`src/rtl/bus_uart_tx.sv`:
```
// UART transmitter behind a toggle-handshake bus, fed by a circular byte FIFO.
// Offset 0 is DATA (write-only, pushes a byte); offset 2 is STATUS (read-only).

module bus_uart_tx #(
    parameter int unsigned CLKS_PER_BIT = 16,
    parameter int unsigned FIFO_DEPTH   = 4
) (
    input  logic        clk,
    input  logic        reset_n,
    input  logic [15:0] addr,
    input  logic [1:0]  cmd,
    input  logic        run,
    input  logic [15:0] wr_data,
    output logic [15:0] rd_data,
    output logic        done,
    output logic        tx,
    output logic        irq
);

    localparam int unsigned PTR_W      = $clog2(FIFO_DEPTH);
    localparam logic [15:0] BAUD_LAST  = 16'(CLKS_PER_BIT - 1);
    localparam logic [4:0]  COUNT_FULL = 5'(FIFO_DEPTH);

    typedef enum logic [1:0] {
        S_IDLE,
        S_START,
        S_DATA,
        S_STOP
    } state_t;

    state_t            r_state;
    logic [15:0]       r_baud;
    logic [2:0]        r_bit_idx;
    logic [7:0]        r_shift;
    logic              r_tx;
    logic              r_irq;
    logic              r_done;
    logic [15:0]       r_rd_data;
    logic [7:0]        r_mem [FIFO_DEPTH];
    logic [PTR_W-1:0]  r_wr_ptr;
    logic [PTR_W-1:0]  r_rd_ptr;
    logic [4:0]        r_count;

    logic              w_full;
    logic              w_empty;
    logic              w_busy;
    logic              w_baud_end;
    logic              w_pop;
    logic              w_pending;
    logic              w_data_write;
    logic              w_push;
    logic              w_complete;
    logic [7:0]        w_head;
    logic [2:0]        w_next_idx;
    logic [15:0]       w_status;
    logic [15:0]       w_rd_value;
    logic [4:0]        w_count_nxt;
    logic              w_busy_nxt;
    logic              w_unused_bits;

    assign w_full     = (r_count == COUNT_FULL);
    assign w_empty    = (r_count == 5'd0);
    assign w_busy     = (r_state != S_IDLE);
    assign w_baud_end = (r_baud == BAUD_LAST);
    assign w_head     = r_mem[r_rd_ptr];
    assign w_next_idx = r_bit_idx + 3'd1;

    // A byte leaves the FIFO when the shifter is idle or finishing a stop bit.
    assign w_pop = !w_empty &&
                   ((r_state == S_IDLE) || ((r_state == S_STOP) && w_baud_end));

    assign w_pending    = run ^ r_done;
    assign w_data_write = w_pending && cmd[0] && !addr[1];
    // NOTE: a write to a full FIFO may still land on an edge that also pops, so the count holds.
    assign w_push       = w_data_write && (!w_full || w_pop);
    assign w_complete   = w_pending && (!w_data_write || w_push);

    assign w_status = {8'h00, r_count, w_busy, w_empty, w_full};

    // NOTE: every signal assigned here gets a default first so no latch is inferred.
    always_comb begin
        w_rd_value = 16'h0000;
        if (addr[1]) begin
            if (!cmd[1]) begin
                w_rd_value = w_status;
            end else if (addr[0]) begin
                w_rd_value = {8'h00, w_status[15:8]};
            end else begin
                w_rd_value = {8'h00, w_status[7:0]};
            end
        end
    end

    always_comb begin
        w_count_nxt = r_count;
        if (w_push && !w_pop) begin
            w_count_nxt = r_count + 5'd1;
        end else if (w_pop && !w_push) begin
            w_count_nxt = r_count - 5'd1;
        end
    end

    assign w_busy_nxt = (r_state == S_IDLE) ? w_pop
                      : !((r_state == S_STOP) && w_baud_end && !w_pop);

    assign w_unused_bits = ^{addr[15:2], wr_data[15:8]};

    // NOTE: sequential state uses non-blocking assignments so all registers update together.
    always_ff @(posedge clk or negedge reset_n) begin
        if (!reset_n) begin
            r_done    <= 1'b0;
            r_rd_data <= 16'h0000;
            r_wr_ptr  <= '0;
            r_rd_ptr  <= '0;
            r_count   <= 5'd0;
        end else begin
            if (w_complete) begin
                r_done <= ~r_done;
                if (!cmd[0]) begin
                    r_rd_data <= w_rd_value;
                end
            end
            if (w_push) begin
                r_wr_ptr <= r_wr_ptr + PTR_W'(1);
            end
            if (w_pop) begin
                r_rd_ptr <= r_rd_ptr + PTR_W'(1);
            end
            r_count <= w_count_nxt;
        end
    end

    // NOTE: FIFO storage is not reset; the pointers and count decide which entries are live.
    always_ff @(posedge clk) begin
        if (w_push) begin
            r_mem[r_wr_ptr] <= wr_data[7:0];
        end
    end

    always_ff @(posedge clk or negedge reset_n) begin
        if (!reset_n) begin
            r_state   <= S_IDLE;
            r_baud    <= 16'd0;
            r_bit_idx <= 3'd0;
            r_shift   <= 8'h00;
            r_tx      <= 1'b1;
            r_irq     <= 1'b1;
        end else begin
            r_irq <= (w_count_nxt == 5'd0) && !w_busy_nxt;
            case (r_state)
                S_IDLE: begin
                    r_baud <= 16'd0;
                    if (w_pop) begin
                        r_state <= S_START;
                        r_shift <= w_head;
                        r_tx    <= 1'b0;
                    end
                end
                S_START: begin
                    if (w_baud_end) begin
                        r_baud    <= 16'd0;
                        r_bit_idx <= 3'd0;
                        r_state   <= S_DATA;
                        r_tx      <= r_shift[0];
                    end else begin
                        r_baud <= r_baud + 16'd1;
                    end
                end
                S_DATA: begin
                    if (w_baud_end) begin
                        r_baud <= 16'd0;
                        if (r_bit_idx == 3'd7) begin
                            r_state <= S_STOP;
                            r_tx    <= 1'b1;
                        end else begin
                            r_bit_idx <= w_next_idx;
                            r_tx      <= r_shift[w_next_idx];
                        end
                    end else begin
                        r_baud <= r_baud + 16'd1;
                    end
                end
                S_STOP: begin
                    if (w_baud_end) begin
                        r_baud <= 16'd0;
                        if (w_pop) begin
                            r_state <= S_START;
                            r_shift <= w_head;
                            r_tx    <= 1'b0;
                        end else begin
                            r_state <= S_IDLE;
                        end
                    end else begin
                        r_baud <= r_baud + 16'd1;
                    end
                end
                default: begin
                    r_state <= S_IDLE;
                    r_tx    <= 1'b1;
                end
            endcase
        end
    end

    assign rd_data = r_rd_data;
    assign done    = r_done;
    assign tx      = r_tx;
    assign irq     = r_irq;

endmodule

```
`config.mk`:
```
export PLATFORM = sky130hd
export DESIGN_NAME = bus_uart_tx
export DESIGN_NICKNAME = d
export VERILOG_FILES = /design/src/rtl/bus_uart_tx.sv
export SDC_FILE = /design/constraint.sdc
export NUM_CORES = 1
export LEC_CHECK = 0
export ABC_AREA = 1
export CAP_MARGIN = 20
export CORE_MARGIN = 2
export CORE_UTILIZATION = 55
export CTS_CLUSTER_DIAMETER = 60
export DETAILED_ROUTE_END_ITERATION = 10
export PLACE_DENSITY_LB_ADDON = 0.05
export SLEW_MARGIN = 20
export SYNTH_ARGS = -nofsm -noshare
export SYNTH_HDL_FRONTEND = slang
export SYNTH_SLANG_ARGS = --single-unit
```
`constraint.sdc`:
```
create_clock -name clk -period 7.4 [get_ports clk]
set_clock_uncertainty 0.1 [all_clocks]
set_input_delay 0.74 -clock clk [delete_from_list [all_inputs] [get_ports clk]]
set_output_delay 0.74 -clock clk [all_outputs]
set_load 0.05 [all_outputs]
```
==> metrics <==
critical path launch point type register; CTS tree done; Slew Viols, Final 0; DRC viols 0; synth warn 0; Synth top cells by count 65 x nor2_1, 53 x nand2_1, 49 x inv_1; max_cap viols 0; Post-synth EDFFs 32; gpl congestion approximately 0.8; synthesized area 4050 µm²; clock-pin slew on the worst setup and hold paths 80 ps; CTS max path bufs 2; CP Max Fanout 11; DRT iter0 DRCs 94; antenna violations before repair 0; cells after synthesis 417; Syn Area/Cell 9.72 µm²; Sw Ratio 0.403; CTS Buf Count 9; crit path cell chain inv_1 -> ha_1 -> inv_1 -> nand2_4 -> nand2_2 -> nand2_1 -> nand2_1 -> nor2_1; main combinational cell family by area after synthesis simple AND/OR/NAND/NOR gates; vias in the first global route 2592; Nets 493; PwrDens roughly 340 nW/µm²; global route overflow 0; Initial DRT Pass Iterations 4; Die Area 8070 µm²; Leak Pwr just under 2 nW; vias per cell 5.18; Top-Level Pins 56; I/O Buffers 25; Setup Buffers After CTS 0; Tcrit/Tclk final 0.407; CP Capture Type register; Net Switching a little over 0.0006 W; Worst-Skew Late Latency 350 ps; Max stage delay on crit path 690 ps; Antenna Cells 0; CP Class reg2reg; post-synthesis simple-gate area fraction 0.202; layout cells sized above 1 0.0874; Yosys top cell by area dfrtp_1; share of the synthesized area in the top cell type 0.290; final WL 6.84 mm; worst min-delay path category in2async; H-tree depth 3; Post-Synth XOR/XNOR Area 0.0281; Worst Path Buf+Inv 2; clock power share 0.207; Netlist cell types 45; Core ar. 7180 µm²; Vias 2824; Antenna Nets Post-Route 0; Clock Sinks 81; sequential area share after synthesis 0.540; Die H 89.9 µm; DIE WIDTH about 90 µm; Area growth syn-to-layout 11.7%; initial core utilization 0.565; Synth Flop Type dfrtp_1; smallest hold slack 281 ps; run status completed; Synth Area in Compound Gates 0.103; largest net degree at the start of global routing 50; Flop pwr share 0.426; Worst path top cell family by delay simple AND/OR/NAND/NOR gates; Power Total 0.00153 W; Logic pwr share 0.367; number of hold buffers added after CTS 0; cts repair resizes 0; Worst Path Arrival 2890 ps; Std-Cell Rows 31; post-synthesis mux area share 0; final worst path period need 3010 ps; RSZ-0062 raised after global routing false; cell-internal power slightly above 0.0009 W; setup TNS 0 ps; CP max stage cell nor2_1; largest cells by area after synthesis dfrtp_1 29%, edfxtp_1 24%, nor2_1 6.0%; maximum vdd drop 210 µV; max_slew headroom 0.443; Setup-failing EPs final 0; Synth Register Bits between 80 and 90; Worst Path Required 7280 ps; final hold vios 0; asr flop ratio synth 0.605; Least-Margin Pin Slew 832 ps; Adder-Cell Fraction of Synth Area 0.0463; Highest Clock Rate 332 MHz; Routed WL per cell approximately 13 µm; GRT Total Usage 0.180; top-count cell post-synth nor2_1; Root Buffer Master clkbuf_8; first-pass GRT wire length 11.7 mm; Post-DP HPWL 4.92 mm
==> cell type report <==
class	count	area [µm²]
clock buffer	9	124
clock inverter	7	70.1
fill	594	2650
inverter	54	205
multi-input combinational	270	1570
sequential	81	2190
tap	99	124
timing repair buffer	25	248
==> registers in the layout, summed over array words and instances, names as in the netlist <==
signal     count
r_mem         32
r_baud        16
r_shift        8
rd_data        8
r_count        5
r_bit_idx      3
r_rd_ptr       2
r_state        2
r_wr_ptr       2
done           1
irq            1
tx             1
==> cell families after synthesis <==
family | Yosys count
and+or+nand+nor | 167
DFF | 81
adders and majority gates | 15
xor gates and xnor gates | 13
other | 1
AOI/OAI and AO/OA | 67
buffers and inverters | 73
==> power by group through the flow <==
| stage | combinational (W) | sequential (W) | clock [W] |
|---|---|---|---|
| floorplan | 0.000455 | 0.000648 | 0 |
| global placement | 0.000546 | 0.000658 | 0 |
| detailed placement | 0.000562 | 0.000662 | 0 |
| CTS | 0.000565 | 0.000652 | 0.000323 |
| global route | 0.000641 | 0.000667 | 0.000346 |
| finish | 0.000560 | 0.000651 | 0.000316 |
==> cell usage in the layout, fill, tap and decap left out, types with 4 or more instances in the layout <==
cell / synthesis / final
conb_1: 1 / 8
o21ai_0: 18 / 18
clkdlybuf4s50_1: 0 / 24
nand4_1: 7 / 7
inv_1: 49 / 49
a21oi_1: 12 / 12
ha_1: 15 / 15
o31ai_1: 7 / 7
dfrtp_1: 47 / 47
clkbuf_8: 0 / 9
o21ai_1: 12 / 12
clkinv_1: 2 / 4
nand3_1: 15 / 15
edfxtp_1: 32 / 32
xor2_1: 11 / 11
nor3_1: 7 / 7
o32ai_1: 8 / 8
nor2_1: 65 / 65
nand2_1: 53 / 53
==> routing by layer <==
metal	wire, µm	track usage
met1	3160	0.232
met2	3310	0.299
met3	258	0.0369
met4	114	0.0769
met5	0	0
==> metrics by stage <==
stage / utilization / cells / instance area (µm²) / setup WS, ps
after floorplan: - / 424 / 4080 / 5060
after CTS: 0.631 / 545 / 4530 / 4400
after global placement: 0.604 / 529 / 4330 / 4320
final: 0.631 / 545 / 4530 / 4390
after global routing: 0.631 / 545 / 4530 / 4200
after detailed placement: 0.604 / 529 / 4330 / 4310
==> path summary, 6_finish.rpt <==
path                                     to  slack [ps]       start  cells past startpoint
worst max-delay path            r_mem[3][3]        4390  r_state[1]                      8
worst min-delay path              r_baud[7]         280     reset_n                      1
worst max register to register  r_mem[3][3]        4390  r_state[1]                      8
worst min register to register    r_baud[0]         370   r_baud[0]                      1
max in group asynchronous        r_shift[1]        6490     reset_n                      1
min in group clk                  r_baud[0]         370   r_baud[0]                      1
Power figures use the tool's default switching activity.
